## src/rtl/router_1xn.sv

```systemverilog
// router_1xn: one byte-serial input routed to NUM_CH channel FIFOs.
// Define ROUTER_ERR_DROP_EN for store-and-forward (errored packets vanish).
module router_1xn #(
   parameter int DATA_W     = 8,
   parameter int NUM_CH     = 3,
   parameter int FIFO_DEPTH = 16,
   parameter int TIMEOUT    = 30
) (
   input  logic                     clk,
   input  logic                     rstn,
   input  logic [DATA_W-1:0]        data_in,
   input  logic                     pkt_valid,
   input  logic [NUM_CH-1:0]        read_en,
   output logic [NUM_CH*DATA_W-1:0] data_out,
   output logic [NUM_CH-1:0]        valid_out,
   output logic                     busy,
   output logic                     error
);
   localparam int ADDR_W = (NUM_CH > 2) ? $clog2(NUM_CH) : 1;
   localparam int LEN_W  = DATA_W - ADDR_W;
   localparam int AW     = $clog2(FIFO_DEPTH);
   localparam int PW     = AW + 1;
   localparam int CW     = $clog2(TIMEOUT + 1);
   localparam int NW     = LEN_W + 1;

   typedef enum logic [2:0] {
      S_IDLE, S_WAIT, S_LOAD, S_FULL, S_CHECK, S_DROP
   } state_t;

   state_t state, state_nx;

   logic [DATA_W-1:0] mem [NUM_CH][FIFO_DEPTH];
   logic [PW-1:0]     wr_ptr [NUM_CH];
   logic [PW-1:0]     rd_ptr [NUM_CH];
   logic [CW-1:0]     tcnt [NUM_CH];
`ifdef ROUTER_ERR_DROP_EN
   logic [PW-1:0]     cm_ptr [NUM_CH];
   logic              rewind, commit;
`endif

   logic [NUM_CH-1:0] empty, full, flush, pop;
   logic [DATA_W-1:0] hdr_q, hdr, par_q, rx_par_q, wr_data;
   logic [ADDR_W-1:0] tgt_q, h_addr, wr_ch;
   logic [LEN_W-1:0]  len_q, h_len;
   logic [NW-1:0]     cnt_q;
   logic              h_ok, h_go, h_hold;
   logic              full_tgt, flush_tgt, stall, chk_bad;
   logic              wr_en, pay_acc, par_acc, chk, set_err;

   // Header comes from the input, or from the hold register while waiting.
   assign hdr    = (state == S_WAIT) ? hdr_q : data_in;
   assign h_addr = hdr[ADDR_W-1:0];
   assign h_len  = hdr[DATA_W-1:ADDR_W];
   assign h_ok   = 32'(h_addr) < 32'(NUM_CH);
   assign h_go   = (state == S_WAIT || (state == S_IDLE && pkt_valid))
                   && h_ok && empty[h_addr];
   assign h_hold = state == S_IDLE && pkt_valid && h_ok && !empty[h_addr];

   assign full_tgt  = full[tgt_q];
   assign flush_tgt = flush[tgt_q];
   assign chk_bad   = (rx_par_q != par_q) || (cnt_q != {1'b0, len_q});

`ifdef ROUTER_ERR_DROP_EN
   assign stall = 1'b0;
`else
   assign stall = (state == S_LOAD || state == S_FULL) && full_tgt;
`endif
   assign busy = (state == S_WAIT) || (state == S_CHECK) || stall;

   // Per-channel status, timeout strobe and head-of-FIFO output.
   always_comb begin
      for (int i = 0; i < NUM_CH; i++) begin
         empty[i] = wr_ptr[i] == rd_ptr[i];
         full[i]  = (wr_ptr[i][PW-1] != rd_ptr[i][PW-1]) &&
                    (wr_ptr[i][AW-1:0] == rd_ptr[i][AW-1:0]);
`ifdef ROUTER_ERR_DROP_EN
         valid_out[i] = cm_ptr[i] != rd_ptr[i];
`else
         valid_out[i] = !empty[i];
`endif
         pop[i]   = read_en[i] && valid_out[i];
         flush[i] = valid_out[i] && !read_en[i] &&
                    (tcnt[i] == CW'(TIMEOUT - 1));
         data_out[i*DATA_W +: DATA_W] =
            valid_out[i] ? mem[i][rd_ptr[i][AW-1:0]] : '0;
      end
   end

   // FSM state register.
   always_ff @(posedge clk or negedge rstn) begin
      if (!rstn) state <= S_IDLE;
      else       state <= state_nx;
   end

   // FSM next-state logic.
   always_comb begin
      state_nx = state;
      unique case (state)
         S_IDLE: begin
            if (pkt_valid) begin
               if (!h_ok)     state_nx = S_DROP;
               else if (h_go) state_nx = S_LOAD;
               else           state_nx = S_WAIT;
            end
         end
         S_WAIT: if (h_go) state_nx = S_LOAD;
         S_LOAD, S_FULL: begin
            if (flush_tgt)
               state_nx = (stall || pkt_valid) ? S_DROP : S_IDLE;
            else if (full_tgt)
`ifdef ROUTER_ERR_DROP_EN
               state_nx = pkt_valid ? S_DROP : S_IDLE;
`else
               state_nx = S_FULL;
`endif
            else
               state_nx = pkt_valid ? S_LOAD : S_CHECK;
         end
         S_CHECK: state_nx = S_IDLE;
         S_DROP:  if (!pkt_valid) state_nx = S_IDLE;
         default: state_nx = S_IDLE;
      endcase
   end

   // FSM outputs: FIFO write strobe and datapath controls.
   always_comb begin
      wr_en   = 1'b0;
      wr_ch   = tgt_q;
      wr_data = data_in;
      pay_acc = 1'b0;
      par_acc = 1'b0;
      chk     = 1'b0;
      set_err = 1'b0;
`ifdef ROUTER_ERR_DROP_EN
      rewind  = 1'b0;
      commit  = 1'b0;
`endif
      if (h_go) begin
         wr_en   = 1'b1;
         wr_ch   = h_addr;
         wr_data = hdr;
      end
      unique case (state)
         S_LOAD, S_FULL: begin
            if (flush_tgt) begin
               set_err = 1'b1;
`ifdef ROUTER_ERR_DROP_EN
               rewind  = 1'b1;
`endif
            end else if (!full_tgt) begin
               wr_en   = 1'b1;
               pay_acc = pkt_valid;
               par_acc = !pkt_valid;
            end
`ifdef ROUTER_ERR_DROP_EN
            else begin
               rewind  = 1'b1;
               set_err = 1'b1;
            end
`endif
         end
         S_CHECK: begin
            chk = 1'b1;
`ifdef ROUTER_ERR_DROP_EN
            rewind = chk_bad;
            commit = !chk_bad;
`endif
         end
         S_DROP:  set_err = !pkt_valid;
         default: ;
      endcase
   end

   // Packet context: held header, length, payload count, parity, error.
   always_ff @(posedge clk or negedge rstn) begin
      if (!rstn) begin
         hdr_q    <= '0;
         tgt_q    <= '0;
         len_q    <= '0;
         cnt_q    <= '0;
         par_q    <= '0;
         rx_par_q <= '0;
         error    <= 1'b0;
      end else begin
         if (h_hold) hdr_q <= data_in;
         if (h_go) begin
            tgt_q <= h_addr;
            len_q <= h_len;
            cnt_q <= '0;
            par_q <= hdr;
            error <= 1'b0;
         end
         if (pay_acc) begin
            if (cnt_q != '1) cnt_q <= cnt_q + NW'(1);
            par_q <= par_q ^ data_in;
         end
         if (par_acc) rx_par_q <= data_in;
         if (set_err || (chk && chk_bad)) error <= 1'b1;
      end
   end

   // FIFO pointers and read-timeout counters.
   always_ff @(posedge clk or negedge rstn) begin
      if (!rstn) begin
         for (int i = 0; i < NUM_CH; i++) begin
            wr_ptr[i] <= '0;
            rd_ptr[i] <= '0;
            tcnt[i]   <= '0;
`ifdef ROUTER_ERR_DROP_EN
            cm_ptr[i] <= '0;
`endif
         end
      end else begin
         for (int i = 0; i < NUM_CH; i++) begin
            if (wr_en && wr_ch == ADDR_W'(i))
               wr_ptr[i] <= wr_ptr[i] + PW'(1);
`ifdef ROUTER_ERR_DROP_EN
            if (rewind && tgt_q == ADDR_W'(i))
               wr_ptr[i] <= cm_ptr[i];
            if (commit && tgt_q == ADDR_W'(i))
               cm_ptr[i] <= wr_ptr[i];
`endif
            if (flush[i])
`ifdef ROUTER_ERR_DROP_EN
               rd_ptr[i] <= cm_ptr[i];
`else
               rd_ptr[i] <= wr_ptr[i];
`endif
            else if (pop[i])
               rd_ptr[i] <= rd_ptr[i] + PW'(1);
            if (!valid_out[i] || read_en[i] || flush[i])
               tcnt[i] <= '0;
            else
               tcnt[i] <= tcnt[i] + CW'(1);
         end
      end
   end

   // FIFO storage; contents need no reset since pointers qualify them.
   always_ff @(posedge clk) begin
      if (wr_en) mem[wr_ch][wr_ptr[wr_ch][AW-1:0]] <= wr_data;
   end

endmodule

```

## config.mk

```make
export PLATFORM = sky130hd
export DESIGN_NAME = router_1xn
export DESIGN_NICKNAME = d
export VERILOG_FILES = /design/src/rtl/router_1xn.sv
export SDC_FILE = /design/constraint.sdc
export NUM_CORES = 1
export LEC_CHECK = 0
export BUFFER_PORTS_ARGS = -buffer_cell sky130_fd_sc_hd__buf_2
export CAP_MARGIN = 20
export CORE_UTILIZATION = 62
export DETAILED_ROUTE_END_ITERATION = 10
export GPL_TIMING_DRIVEN = 0
export PLACE_DENSITY = 0.89
export SLEW_MARGIN = 20
export SYNTH_ARGS = -nofsm -noshare
export SYNTH_HDL_FRONTEND = slang
export SYNTH_SLANG_ARGS = --single-unit
```

## constraint.sdc

```tcl
create_clock -name clk -period 5.51 [get_ports clk]
set_input_delay 1.102 -clock clk [delete_from_list [all_inputs] [get_ports clk]]
set_output_delay 1.102 -clock clk [all_outputs]
set_load 0.03 [all_outputs]
```

==> results of run 1 <==
## metrics by stage
stage          setup TNS [ns]  cells  instance area, sq um
2_1_floorplan               0   1193                 20000
3_3_place_gp          -163.99   1633                 20700
3_5_place_dp                0   1643                 21000
4_1_cts                     0   1726                 22500
5_1_grt                     0   1727                 22500
6_report                    0   1727                 22500
## how the worst min path moves through the flow
stage	from	endpoint	slack [ns]	cells after the start
2_1_floorplan	tcnt[0]	tcnt[0]	0.46	1
3_3_place_gp	tcnt[10]	tcnt[10]	0.48	1
3_5_place_dp	tcnt[0]	tcnt[0]	0.49	1
4_1_cts	tcnt[0]	tcnt[0]	0.50	1
5_1_grt	tcnt[0]	tcnt[0]	0.54	1
6_report	tcnt[0]	tcnt[0]	0.50	1
## final cells by class
class	instances	area share [%]
antenna	1	0.0111
buffer	65	1.34
clock buffer	51	5.30
clock inverter	32	1.29
inverter	13	0.217
multi-input combinational	643	26.6
sequential	472	61.2
tap	402	2.24
timing repair buffer	48	1.80
## layout by cell type, fill, tap and decap left out, drive strengths merged, types with 16 or more instances in the layout
master  count
edfxtp    384
nor2      121
mux4      120
dfrtp      88
clkbuf     84
buf        80
nand2      59
o21ai      48
xnor2      34
nand3      33
and2       27
mux2       22
clkinv     21
xor2       16
## layer usage
metal | vias to the layer above | routed length [um] | share of wire [%]
li1 | 4857 | - | -
met1 | 5968 | 17100 | 37
met2 | 790 | 22900 | 50
met3 | 155 | 3720 | 8.1
met4 | 0 | 1950 | 4.3
met5 | - | 0 | 0
## power breakdown
part / switching [mW] / internal [mW] / total [mW]
logic: 1.94 / 1.43 / 3.37
clock network: 1.33 / 1.79 / 3.12
registers: 0.197 / 4.12 / 4.32
## flip-flops by register name, indices dropped and copies added, names as in the netlist
| register | flops |
|---|---|
| rx_par_q | 8 |
| cnt_q | 7 |
| mem | 384 |
| tgt_q | 2 |
| error | 1 |
| par_q | 8 |
| wr_ptr | 15 |
| len_q | 6 |
| hdr_q | 8 |
| tcnt | 15 |
| state | 3 |
| rd_ptr | 15 |
## cells by family after synthesis
group	count (synthesis)
AND/OR/NAND/NOR	309
adder cells (fa/ha/maj)	13
multiplexers	153
AO/OA/AOI/OAI	118
XOR/XNOR	50
buffers and inverters	78
flip-flops	472
==> results.md, run 1 <==
* Run status: finished, final reports clean
* Critical path startpoint category: flop
* Share of layout cells above drive strength 1 at approximately 22%
* Post-Synthesis Net Count at around 1.2k
* Quantity of I/O buffers inserted on ports at 38
* Setup slack of the most critical reg-to-reg path at about 1.1 ns
* Mean instance size in the synthesized netlist at 16.8 sq um
* Reg clk slew, reported paths at approximately 0.06 ns
* Clock root cell: sky130_fd_sc_hd__clkbuf_16
* Gate family responsible for the most delay along the worst path: buffers and inverters
* Post-synth EDFFs at 384
* Cell accounting for the most synthesized area: sky130_fd_sc_hd__edfxtp_1
* Clock Tree Buf Depth at 3
* Number of setup violations in the final report at 0
* Portion of the post-synthesis area used by sequential elements at 68.5%
* DRC violations left at 0
* Post-route worst hold slack at 0.501 ns
* Global-route track usage on met2 at 47.9%
* Ys async rst share at a little under a fifth
* Number of design-rule violations left by the first detailed-router iteration at 1764
* Area contributors post-synth: sky130_fd_sc_hd__edfxtp_1 (58%), sky130_fd_sc_hd__mux4_2 (13%), sky130_fd_sc_hd__dfrtp_1 (11%)
* Critical path, cell by cell: buf_1 -> buf_1 -> mux4_2 -> mux4_2 -> and2_1 -> buf_2
* Critical R2R Launch: rd_ptr[6]
* Total stage count of the critical path at 6
* Gate Count Post-Synth at 1193
* Slew at the pin with the worst max-slew slack at 1.00 ns
* Total routing usage reported by global routing at 28.6%
* Detailed-route wire length per cell at 26.5 um
* Quantity of hold-fixing buffers added after cts at 0
* Critical path startpoint: rd_ptr[0]
* Post-Synth Adder-Cell Area at 0.812%
* Time the final worst path needs with I/O delays and setup at 4.88 ns
* Level count of the clock H-tree at 2
* Number of cells on the worst reg-to-reg path at 10
* Number of buffers and inverters on the critical path at 3
* Post CTS Setup Buffer Count at 0
* Worst skew pair latency at approximately 0.56 ns
* CORE AREA at between 0.03 and 0.04 sq mm
* Setup repair after global routing missed its margin: no
* Number of synthesized register bits at between 400 and 500
* DRT Pass-1 Iters at 6
* Final global-route overflow total at 0
* Number of global-route vias before repair at around 12k
* Share of synthesized area spent on multiplexers at 15.3%
* Busiest layer in global routing: met2
* Peak ir drop on the vdd network at 0.000260 V
* Largest incremental delay on the critical path at 0.73 ns
* Post-synthesis instance area at approximately 0.02 sq mm
* Core Util, Final at 71.0%
* Capture point of the critical path: data_out[23]
* Final max-slew violation count at 0
* Post-layout total power at approximately 11 mW
* Top post-synthesis cells by count: sky130_fd_sc_hd__edfxtp_1 (384), sky130_fd_sc_hd__nor2_1 (121), sky130_fd_sc_hd__mux4_2 (120)
* Critical Setup Path Class: flop to output pin
* Number of synthesis warnings at 0
* Maximum number of pins on one net before global-route repair at 49
* Combinational family with the most area after synthesis: multiplexers
* Total area of multi-input combinational cells at 0.00598 sq mm
* Kind of end point of the critical path: output pin
* Cell row count at 65
* Worst flop-to-flop path endpoint: mem[0][36]
* Area used by sequential logic in the layout at about 0.014 sq mm
* Cell with the most instances after synthesis: sky130_fd_sc_hd__edfxtp_1
* Worst path required time at 4.41 ns
* Number of gates resized after CTS at 0
* GR Util met1 at 38.5%
* Global routing met3 resource utilization at under 10%
* Detailed-route wire length at 45.7 mm
* First-pass GRT wire length at 70.3 mm
* Post-synthesis share of cell area spent on and, or, nand and nor gates at between 7 and 8%
* Period Utilization, post-route at 88.5%
* Final hold vios at 0
* Post-synthesis xor/xnor area fraction at 2.19%
* F_max at 205 MHz
* Post-route antenna net violation count at 0
* Area added between synthesis and finish at 12.1%
* Clock sinks at 472
* Worst Path Max Fanout at 10
* Detailed-route via count at 11.8k
* Number of ports placed on the die boundary at 43
* Cell leakage power at 7.67 nW
* Distinct cell type count of the synthesized netlist at 67
* Fill count at 1770
* Final worst clock skew at between 0.015 and 0.02 ns
* Sum of net half-perimeters after detailed placement at 29.2 mm
* CTS tree: yes
* Share of the synthesized area in the top cell type at between 50% and 60%
* Routed via count divided by cell count at 6.82
* Gpl congestion at 0.886
* Die area at 0.0330 sq mm
* Initial Utilization at 63.3%
* Worst-path cell with the longest stage delay: sky130_fd_sc_hd__buf_1
* Primary flip-flop cell chosen by synthesis mapping: sky130_fd_sc_hd__edfxtp_1
* Class of the most critical hold timing path: flop to flop
* Post-route setup slack at 0.632 ns
* Power density over cell area at 481 mW/mm^2
* Count of maximum capacitance violations at 0
* Critical path data arrival time at 3.78 ns
* Total CTS buffers at 46
* Placement-stage worst setup slack at 0.812 ns
* Compound-cell area share of the yosys netlist at 3.78%
* Initial antenna violation count at 1
* Die span in y at between 150 and 200 um
* Slew Limit Headroom at 33.0%
* Die Span X at 182 um
* Nets@finish at 1316
No activity file was read; power rests on OpenSTA's default activity.
==> run 2: changes to the inputs <==
==> constraint.sdc (replaced) <==
create_clock -name clk -period 5.51 [get_ports clk]
set_input_delay 0.551 -clock clk [delete_from_list [all_inputs] [get_ports clk]]
set_output_delay 0.551 -clock clk [all_outputs]
set_load 0.03 [all_outputs]
==> results.md, run 2 (synthesis results as in run 1) <==
* Critical Setup Path Class: flop to flop
* Number of design-rule violations left by the first detailed-router iteration at 1739 (-1.4%)
* Clock Tree Buf Depth at 3 (unchanged)
* Share of layout cells above drive strength 1 at 22.4% (unchanged)
* Detailed-route via count at 11.7k (-0.23%)
* Initial antenna violation count at 1 (unchanged)
* Area added between synthesis and finish at 12.1% (unchanged)
* Worst skew pair latency at 0.56 ns (about the same)
* Nets@finish at 1316 (unchanged)
* Critical path startpoint category: flop
* Die area at 0.0330 sq mm (unchanged)
* Level count of the clock H-tree at 2 (unchanged)
* Flip-flop count of the largest register, all copies and words added at 384 (unchanged)
* Number of global-route vias before repair at 11.8k (-0.10%)
* Final hold vios at 0 (unchanged)
* Initial Utilization at 63.3% (unchanged)
* Critical path data arrival time at 4.60 ns (+0.82 ns)
* Number of setup violations in the final report at 0 (unchanged)
* Post CTS Setup Buffer Count at 0 (unchanged)
* Detailed-route wire length per cell at 26.5 um (about the same)
* CORE AREA at 0.0316 sq mm (unchanged)
* Sum of net half-perimeters after detailed placement at 29.2 mm (unchanged)
* Post-route antenna net violation count at 0 (unchanged)
* Period Utilization, post-route at 80.2% (-8.4 points)
* Count of maximum capacitance violations at 0 (unchanged)
* Clock sinks at 472 (unchanged)
* Quantity of hold-fixing buffers added after cts at 0 (unchanged)
* Final max-slew violation count at 0 (unchanged)
* CTS tree: yes
* Worst path required time at 5.69 ns (+1.28 ns)
* Core Util, Final at 71.0% (unchanged)
* Final worst clock skew at 0.0206 ns (+0.00196 ns)
* Power density over cell area at 481 mW/mm^2 (about the same)
* Detailed-route wire length at 45.7 mm (about the same)
* Class of the most critical hold timing path: input port to asynchronous set/reset pin
* Post-placement cell area at 0.0210 sq mm (unchanged)
* Slew Limit Headroom at 33.2% (+0.17 points)
* Fin area at 0.0225 sq mm (unchanged)
* First-pass GRT wire length at 70.3 mm (about the same)
* DRT Pass-1 Iters at 6 (unchanged)
* Cell row count at 65 (unchanged)
* Run status: finished, final reports clean
* Die span in y at 182 um (unchanged)
* Critical R2R Launch: rd_ptr[6]
* Setup repair after global routing missed its margin: no
* Total routing usage reported by global routing at 28.5% (-0.041 points)
* Commonest cells after routing, fill and taps aside: sky130_fd_sc_hd__edfxtp_1 (384), sky130_fd_sc_hd__nor2_1 (121), sky130_fd_sc_hd__mux4_2 (120)
* Final global-route overflow total at 0 (unchanged)
* Clock root cell: sky130_fd_sc_hd__clkbuf_16
* DRC violations left at 0 (unchanged)
* Critical path startpoint: rd_ptr[6]
* Quantity of I/O buffers inserted on ports at 38 (unchanged)
* Number of ports placed on the die boundary at 43 (unchanged)
* Gpl congestion at 0.886 (unchanged)
* Die Span X at 182 um (unchanged)
* Time the final worst path needs with I/O delays and setup at 4.42 ns (-0.462 ns)
* Cell leakage power at 7.67 nW (unchanged)
* Peak ir drop on the vdd network at 0.000260 V (+0.11%)
* Reg clk slew, reported paths at 0.06 ns (about the same)
* Slew at the pin with the worst max-slew slack at 1.00 ns (-0.00256 ns)
* Routed via count divided by cell count at 6.80 (-0.23%)
* Kind of end point of the critical path: flop
* Total CTS buffers at 46 (unchanged)
* Leading cell type in the layout, fill and taps excluded: sky130_fd_sc_hd__edfxtp_1
* Number of gates resized after CTS at 0 (unchanged)
* F_max at 226 MHz (+10%)
* Post-layout total power at 10.8 mW (about the same)
* Worst Path Max Fanout at 10 (unchanged)
* Maximum number of pins on one net before global-route repair at 49 (unchanged)
run 2: cell counts in the layout (fill, tap and decap cells not counted):
No cell type changed its count.
run 2: where the power goes:
part	internal, mW	leakage, nW	switching, mW	total, mW
combinational	1.43	2.40	1.94	3.37
clock	1.79	0.714	1.33	3.12
sequential	4.12	4.56	0.197	4.32
total	7.34	7.67	3.47	10.8
run 2: layout make-up:
class                      count  area (sq um)
timing repair buffer          48           404
clock inverter                32           290
antenna                        1          2.50
clock buffer                  51          1190
tap                          402           503
fill                        1770          9180
buffer                        65           300
inverter                      13          48.8
sequential                   472         13700
multi-input combinational    643          5980
run 2: critical path, stage by stage, from the launching register on:
cell	delay [ns]
sky130_fd_sc_hd__dfrtp_1	0.40
sky130_fd_sc_hd__buf_2	0.20
sky130_fd_sc_hd__xnor2_1	0.29
sky130_fd_sc_hd__nand4_2	0.27
sky130_fd_sc_hd__o21ai_0	0.59
sky130_fd_sc_hd__o311a_1	0.41
sky130_fd_sc_hd__nand3b_1	0.30
sky130_fd_sc_hd__nand2_1	0.25
sky130_fd_sc_hd__or3b_4	0.45
sky130_fd_sc_hd__buf_6	0.18
sky130_fd_sc_hd__nor2_1	0.71
run 2: metal layers:
layer / GRT usage [%] / share of wire (%) / up-vias
met5: 0 / 0 / -
met2: 47.8 / 50 / 772
li1: - / - / 4846
met4: 11.6 / 4.4 / 0
met1: 38.4 / 37 / 5967
met3: 3.89 / 8.5 / 158
run 2: final timing paths:
check	end	slack, ns	cells past startpoint
worst max-delay path	mem[0][36]	1.09	10
worst min-delay path	hdr_q[5]	0.03	1
worst max register to register	mem[0][36]	1.09	10
worst min register to register	tcnt[0]	0.50	1
max in group asynchronous	rd_ptr[8]	4.82	2
min in group clk	len_q[3]	0.31	3
run 2: stage by stage:
step / instances / hold slack (ns) / TNS (ns) / setup WS, ns
6_report: 1727 / 0.0332 / 0 / 1.09
5_1_grt: 1727 / 0.0732 / 0 / 0.841
4_1_cts: 1726 / 0.0408 / 0 / 1.08
3_5_place_dp: 1643 / 0.488 / 0 / 1.32
3_3_place_gp: 1633 / 0.476 / -124.33 / -1.57
2_1_floorplan: 1193 / 0.255 / 0 / 0.999
